--- config.mk ---
export PLATFORM = sky130hd
export DESIGN_NAME = accel_slave_regs
export DESIGN_NICKNAME = d
export VERILOG_FILES = /design/src/rtl/accel_pkg.sv /design/src/rtl/accel_irq_ctrl.sv /design/src/rtl/accel_slave_regs.sv
export SDC_FILE = /design/constraint.sdc
export NUM_CORES = 1
export LEC_CHECK = 0
export BUFFER_PORTS_ARGS = -buffer_cell sky130_fd_sc_hd__buf_4
export CORE_MARGIN = 5
export CORE_UTILIZATION = 53
export CTS_BUF_LIST = sky130_fd_sc_hd__clkbuf_4
export DETAILED_ROUTE_END_ITERATION = 8
export GPL_TIMING_DRIVEN = 0
export PLACE_DENSITY = 0.85
export SYNTH_ARGS = -nofsm -noshare
export SYNTH_HDL_FRONTEND = slang
export SYNTH_SLANG_ARGS = --single-unit
export TNS_END_PERCENT = 20
--- constraint.sdc ---
create_clock -name clk -period 5.4 [get_ports clk]
set_clock_uncertainty 0.15 [all_clocks]
set_input_delay 0.54 -clock clk [delete_from_list [all_inputs] [get_ports clk]]
set_output_delay 0.54 -clock clk [all_outputs]
set_load 0.01 [all_outputs]
--- src/rtl/accel_pkg.sv ---
// Shared register map, STATUS layout and access-type encoding for the accelerator slave.
package accel_pkg;

    localparam int OFF_MC     = 0;
    localparam int OFF_MP     = 1;
    localparam int OFF_INT_EN = 2;
    localparam int OFF_MUL    = 3;
    localparam int OFF_ADD    = 4;
    localparam int OFF_CLR    = 5;
    localparam int OFF_RES    = 6;
    localparam int OFF_STAT   = 7;
    localparam int OFF_PEND   = 8;
    localparam int OFF_ERR    = 9;
    localparam int NUM_REGS   = 10;

    // STATUS: count fields are CNT_W wide each; flag bits sit directly above both count fields.
    localparam int ST_MP_FIELD = 0;
    localparam int ST_MC_FIELD = 1;
    localparam int ST_PEND_REL = 0;
    localparam int ST_DONE_REL = 1;

    localparam int ERR_W = 8;

    typedef enum logic [1:0] {
        ACC_NONE = 2'd0,
        ACC_RD   = 2'd1,
        ACC_WR   = 2'd2
    } acc_e;

endpackage

--- src/rtl/accel_irq_ctrl.sv ---
// Interrupt controller: op_done rising-edge detect, sticky pending flag with W1C/clear,
// and registered enable gating of the master interrupt.
module accel_irq_ctrl (
    input  logic clk,
    input  logic reset,
    input  logic op_done_i,
    input  logic w1c_i,
    input  logic clr_i,
    input  logic int_en_i,
    output logic int_pend_o,
    output logic m_interrupt_o
);

    logic done_q;
    logic pend_q;
    logic pend_d;
    logic irq_q;

    // A new op_done edge outranks a simultaneous W1C or core clear.
    always_comb begin
        pend_d = pend_q;
        if (op_done_i && !done_q) begin
            pend_d = 1'b1;
        end else if (w1c_i || clr_i) begin
            pend_d = 1'b0;
        end
    end

    always_ff @(posedge clk or posedge reset) begin
        if (reset) begin
            done_q <= 1'b0;
            pend_q <= 1'b0;
            irq_q  <= 1'b0;
        end else begin
            done_q <= op_done_i;
            pend_q <= pend_d;
            irq_q  <= int_en_i & pend_q;
        end
    end

    assign int_pend_o    = pend_q;
    assign m_interrupt_o = irq_q;

endmodule

--- src/rtl/accel_slave_regs.sv ---
// Bus-slave register block for the multiplier/adder accelerator.
// Optional build macro ACCEL_SLAVE_ERRCNT_EN adds a saturating dropped-write counter at offset 9.
module accel_slave_regs
    import accel_pkg::*;
#(
    parameter int DATA_W     = 32,
    parameter int ADDR_W     = 8,
    parameter int BASE       = 0,
    parameter int FIFO_DEPTH = 8,
    parameter int CNT_W      = 4,
    parameter int RADDR_W    = 3
) (
    input  logic               clk,
    input  logic               reset,
    input  logic               s_sel,
    input  logic               s_wr,
    input  logic [ADDR_W-1:0]  s_addr,
    input  logic [DATA_W-1:0]  s_din,
    output logic [DATA_W-1:0]  s_dout,
    output logic [DATA_W-1:0]  mc_wdata,
    output logic               mc_we,
    output logic [DATA_W-1:0]  mp_wdata,
    output logic               mp_we,
    input  logic [CNT_W-1:0]   mc_count,
    input  logic [CNT_W-1:0]   mp_count,
    output logic               mul_start,
    output logic               add_start,
    output logic               op_clear,
    input  logic               op_done,
    input  logic [DATA_W-1:0]  result,
    output logic [RADDR_W-1:0] r_addr,
    output logic               m_interrupt
);

    localparam logic [ADDR_W-1:0] BaseAddr = ADDR_W'(BASE);
    localparam logic [CNT_W-1:0]  DepthCnt = CNT_W'(FIFO_DEPTH);

    function automatic logic atOff(input logic [ADDR_W-1:0] a, input int o);
        return a == ADDR_W'(o);
    endfunction

    acc_e              acc;
    logic [ADDR_W-1:0] off;
    logic              hit;
    logic              wrHit;
    logic              rdHit;

    always_comb begin
        acc = ACC_NONE;
        if (s_sel) begin
            acc = s_wr ? ACC_WR : ACC_RD;
        end
        off   = s_addr - BaseAddr;
        hit   = (s_addr >= BaseAddr) && (off < ADDR_W'(NUM_REGS));
        wrHit = (acc == ACC_WR) && hit;
        rdHit = (acc == ACC_RD) && hit;
    end

    logic wrMc, wrMp, mcAccept, mpAccept, rdRes, w1c;
    assign wrMc     = wrHit && atOff(off, OFF_MC);
    assign wrMp     = wrHit && atOff(off, OFF_MP);
    assign mcAccept = wrMc && (mc_count < DepthCnt);
    assign mpAccept = wrMp && (mp_count < DepthCnt);
    assign rdRes    = rdHit && atOff(off, OFF_RES);
    assign w1c      = wrHit && atOff(off, OFF_PEND) && s_din[0];

    logic [DATA_W-1:0]  s_dout_q, s_dout_d;
    logic [DATA_W-1:0]  mc_wdata_q, mc_wdata_d;
    logic [DATA_W-1:0]  mp_wdata_q, mp_wdata_d;
    logic               mc_we_q, mp_we_q;
    logic               mul_q, add_q, clr_q;
    logic               int_en_q, int_en_d;
    logic [RADDR_W-1:0] r_addr_q, r_addr_d;
    logic               int_pend;
    logic [DATA_W-1:0]  errRead;

`ifdef ACCEL_SLAVE_ERRCNT_EN
    logic [ERR_W-1:0] err_cnt_q, err_cnt_d;
    logic             dropWr;

    assign dropWr = (wrMc && !mcAccept) || (wrMp && !mpAccept);

    always_comb begin
        err_cnt_d = err_cnt_q;
        if (clr_q) begin
            err_cnt_d = '0;
        end else if (dropWr && (err_cnt_q != {ERR_W{1'b1}})) begin
            err_cnt_d = err_cnt_q + 1'b1;
        end
    end

    always_ff @(posedge clk or posedge reset) begin
        if (reset) begin
            err_cnt_q <= '0;
        end else begin
            err_cnt_q <= err_cnt_d;
        end
    end

    assign errRead = DATA_W'(err_cnt_q);
`else
    assign errRead = '0;
`endif

    // Read mux: write-only and unmapped offsets read as zero.
    logic [DATA_W-1:0] statusWord;
    logic [DATA_W-1:0] rdData;

    always_comb begin
        statusWord = '0;
        statusWord[ST_MP_FIELD*CNT_W +: CNT_W] = mp_count;
        statusWord[ST_MC_FIELD*CNT_W +: CNT_W] = mc_count;
        statusWord[2*CNT_W + ST_PEND_REL]      = int_pend;
        statusWord[2*CNT_W + ST_DONE_REL]      = op_done;

        rdData = '0;
        if (hit) begin
            case (off)
                ADDR_W'(OFF_INT_EN): rdData = DATA_W'(int_en_q);
                ADDR_W'(OFF_RES):    rdData = result;
                ADDR_W'(OFF_STAT):   rdData = statusWord;
                ADDR_W'(OFF_ERR):    rdData = errRead;
                default:             rdData = '0;
            endcase
        end
    end

    // A core clear pulse rewinds the result pointer even if a RESULT read lands in the same cycle.
    always_comb begin
        s_dout_d   = s_dout_q;
        mc_wdata_d = mc_wdata_q;
        mp_wdata_d = mp_wdata_q;
        int_en_d   = int_en_q;
        r_addr_d   = r_addr_q;

        if (acc == ACC_RD) begin
            s_dout_d = rdData;
        end
        if (mcAccept) begin
            mc_wdata_d = s_din;
        end
        if (mpAccept) begin
            mp_wdata_d = s_din;
        end
        if (wrHit && atOff(off, OFF_INT_EN)) begin
            int_en_d = s_din[0];
        end
        if (clr_q) begin
            r_addr_d = '0;
        end else if (rdRes) begin
            r_addr_d = r_addr_q + 1'b1;
        end
    end

    always_ff @(posedge clk or posedge reset) begin
        if (reset) begin
            s_dout_q   <= '0;
            mc_wdata_q <= '0;
            mp_wdata_q <= '0;
            mc_we_q    <= 1'b0;
            mp_we_q    <= 1'b0;
            mul_q      <= 1'b0;
            add_q      <= 1'b0;
            clr_q      <= 1'b0;
            int_en_q   <= 1'b0;
            r_addr_q   <= '0;
        end else begin
            s_dout_q   <= s_dout_d;
            mc_wdata_q <= mc_wdata_d;
            mp_wdata_q <= mp_wdata_d;
            mc_we_q    <= mcAccept;
            mp_we_q    <= mpAccept;
            mul_q      <= wrHit && atOff(off, OFF_MUL) && s_din[0];
            add_q      <= wrHit && atOff(off, OFF_ADD) && s_din[0];
            clr_q      <= wrHit && atOff(off, OFF_CLR) && s_din[0];
            int_en_q   <= int_en_d;
            r_addr_q   <= r_addr_d;
        end
    end

    accel_irq_ctrl u_irq (
        .clk           (clk),
        .reset         (reset),
        .op_done_i     (op_done),
        .w1c_i         (w1c),
        .clr_i         (clr_q),
        .int_en_i      (int_en_q),
        .int_pend_o    (int_pend),
        .m_interrupt_o (m_interrupt)
    );

    assign s_dout    = s_dout_q;
    assign mc_wdata  = mc_wdata_q;
    assign mp_wdata  = mp_wdata_q;
    assign mc_we     = mc_we_q;
    assign mp_we     = mp_we_q;
    assign mul_start = mul_q;
    assign add_start = add_q;
    assign op_clear  = clr_q;
    assign r_addr    = r_addr_q;

endmodule

==> reports/metrics.cfg <==
[outcome]
status=complete, no violations

[synth]
yosysTopAreaCell=dfrtp_1
synth-edff-count=0
synth_top_area_frac=0.624
ys_ff_latch=108
syn_inst=334
synth.area.top_cells=dfrtp_1, mux2_2, nand2_1, o21ai_0, mux2i_1
synth_cell_type_count=31
yosysSeqAreaShare=0.624
synth_fp_nets=420
synth_area_per_cell_um2=13.0
ys_async_sr_fraction=1.00
ys_warn_count=0
synthFlopType=dfrtp_1
synth_area_mm2=0.00433

[clock_network]
cts.repair.resized=0
cts_max_path_buffers=2
cts_root_buffer=clkbuf_4
clk_latency_ps=420
cts_buffers=9
ctsHoldBuffers=0
cts_sinks=108
cts_setup_buffers=0
clk_pin_slew_worst_paths_ps=180
htreeDepth=3
cts_tree=yes

[pwr]
p_total_mw=1.36
peakVddDrop_mv=0.162
p_leak_nw=3.25
pwr_density_cell_mw_per_mm2=225

[placed_design]
gp_congestion=0.842
portBuffers=188
pre_cts_ws_ps=3000
placedCellCount=628
post-dp-hpwl_mm=8.52

[timing]
hold_viol_final=0
min_period_over_period=0.360
rsz0062_at_grt=false
tns_ps=0
setup_viol=0
maxSlewViolCount=0
worst_pin_slew_ps=652
setup_ws_ps=3450
clock.fmax_ghz=0.514
slew_headroom=0.565
min_period_ps=1950

[final_layout]
seq_area_mm2=0.00270
drive_gt1_frac=0.526
n_antenna_cell=0
final_util=0.747
final_common_cell=buf_4
stdcell_count=643
fin_nets=620
multi_input_area_mm2=0.00153
fill_cells=597
mostFrequentLayoutCells=buf_4, dfrtp_1, mux2_2
area_growth_pct=39.5

[routing]
routedWlPerCell_um=17.0
drcViolationCount=0
vias=3345
wl_met1_mm=4.30
drtPass1Iterations=4
dr_wl_met2_mm=5.64
dr.max_layer_used=met4
ant_nets=0
wl_mm=10.9
drt-initial-drc-count=81
vias_per_cell=5.20
route.met3.wl_um=762

[floorplan]
die_h_um=100
rows=33
die_w_um=100
ios=190
initial_core_util=0.536
placeableCoreArea_mm2=0.00809
dieArea_mm2=0.0101

[critical_path]
critical_path_class=in2reg
ff2ff_setup_slack_ps=4060
startpoint_type=input pin
cp_data_required_time_ps=5580
critPathCaptureType=flop
crit_arrival_ps=2120
worstPathMaxFanout=10

[hold_path]
hold_class=in2async

[grt]
overflow=0
antenna_found_initial=0
grt_pass1_vias=3478
grt_max_degree=58
grt_pass1_wl_mm=17.6
grtUsageTotal=0.221

[flow_run]
drv_cap=0

==> final cells by class <==
type / instances / area share
Clock buffer: 9 / 0.0112
Tap cell: 105 / 0.0217
Sequential cell: 108 / 0.447
Timing Repair Buffer: 189 / 0.238
Inverter: 4 / 0.00290
Clock inverter: 6 / 0.0120
Buffer: 19 / 0.0149
Multi-Input combinational cell: 203 / 0.252
==> cells by family after synthesis <==
group | synth area share
adders and majority gates | 0.00289
and+or+nand+nor | 0.102
DFF | 0.624
AOI/OAI and AO/OA | 0.0523
buffers and inverters | 0.0242
muxes | 0.195
==> final timing paths <==
check                           from      endpoint  cells past startpoint
max                        s_addr[6]  mc_wdata[11]                      5
min                            reset  mp_wdata[28]                      2
max reg2reg                r_addr[0]     r_addr[0]                      2
min reg2reg                s_dout[9]     s_dout[9]                      2
max in group asynchronous      reset    s_dout[16]                      3
min in group clk             op_done  u_irq.done_q                      1
==> worst max-delay path, cell delays in order <==
cell	delay, ps
buf_4	110
nor4_2	450
nand4_1	370
buf_2	330
mux2_2	310
==> power by group <==
group	internal (mW)	switching [mW]	total, mW
logic	0.0668	0.0598	0.127
clock network	0.144	0.265	0.409
registers	0.818	0.00481	0.823
total	1.03	0.330	1.36
==> Yosys cell counts (2+ instances only) <==
cell	instances
dfrtp_1	108
mux2_2	66
nand2_1	56
o21ai_0	22
clkbuf_1	11
o31ai_1	11
mux2i_1	9
buf_2	6
nand4_1	6
nor2_1	6
inv_1	4
nor2b_1	4
a21oi_1	3
and4_1	2
and4bb_2	2
nand3_1	2
or4_1	2
==> flip-flops by register name (all words and copies together) (netlist names) <==
| register | flops |
|---|---|
| mc_we | 1 |
| mc_wdata | 32 |
| int_en_q | 1 |
| add_start | 1 |
| u_irq.int_pend_o | 1 |
| s_dout | 32 |
| mul_start | 1 |
| u_irq.m_interrupt_o | 1 |
| mp_wdata | 32 |
| u_irq.done_q | 1 |
| r_addr | 3 |
| mp_we | 1 |
| op_clear | 1 |
==> through the flow <==
step / instance area, um2 / hold slack (ps)
final: 6050 / 19.0
after global routing: 6050 / 35.8
after CTS: 6050 / 30.8
after detailed placement: 5910 / 323
after global placement: 5880 / 314
after floorplan: 4330 / 316
==> routing by layer <==
| layer | vias up | global-route usage |
|---|---|---|
| li1 | 1564 | - |
| met1 | 1647 | 0.280 |
| met2 | 114 | 0.370 |
| met3 | 20 | 0.0549 |
| met4 | 0 | 0.0808 |
| met5 | - | 0 |
Note: power is estimated with default switching activity, not from simulation.
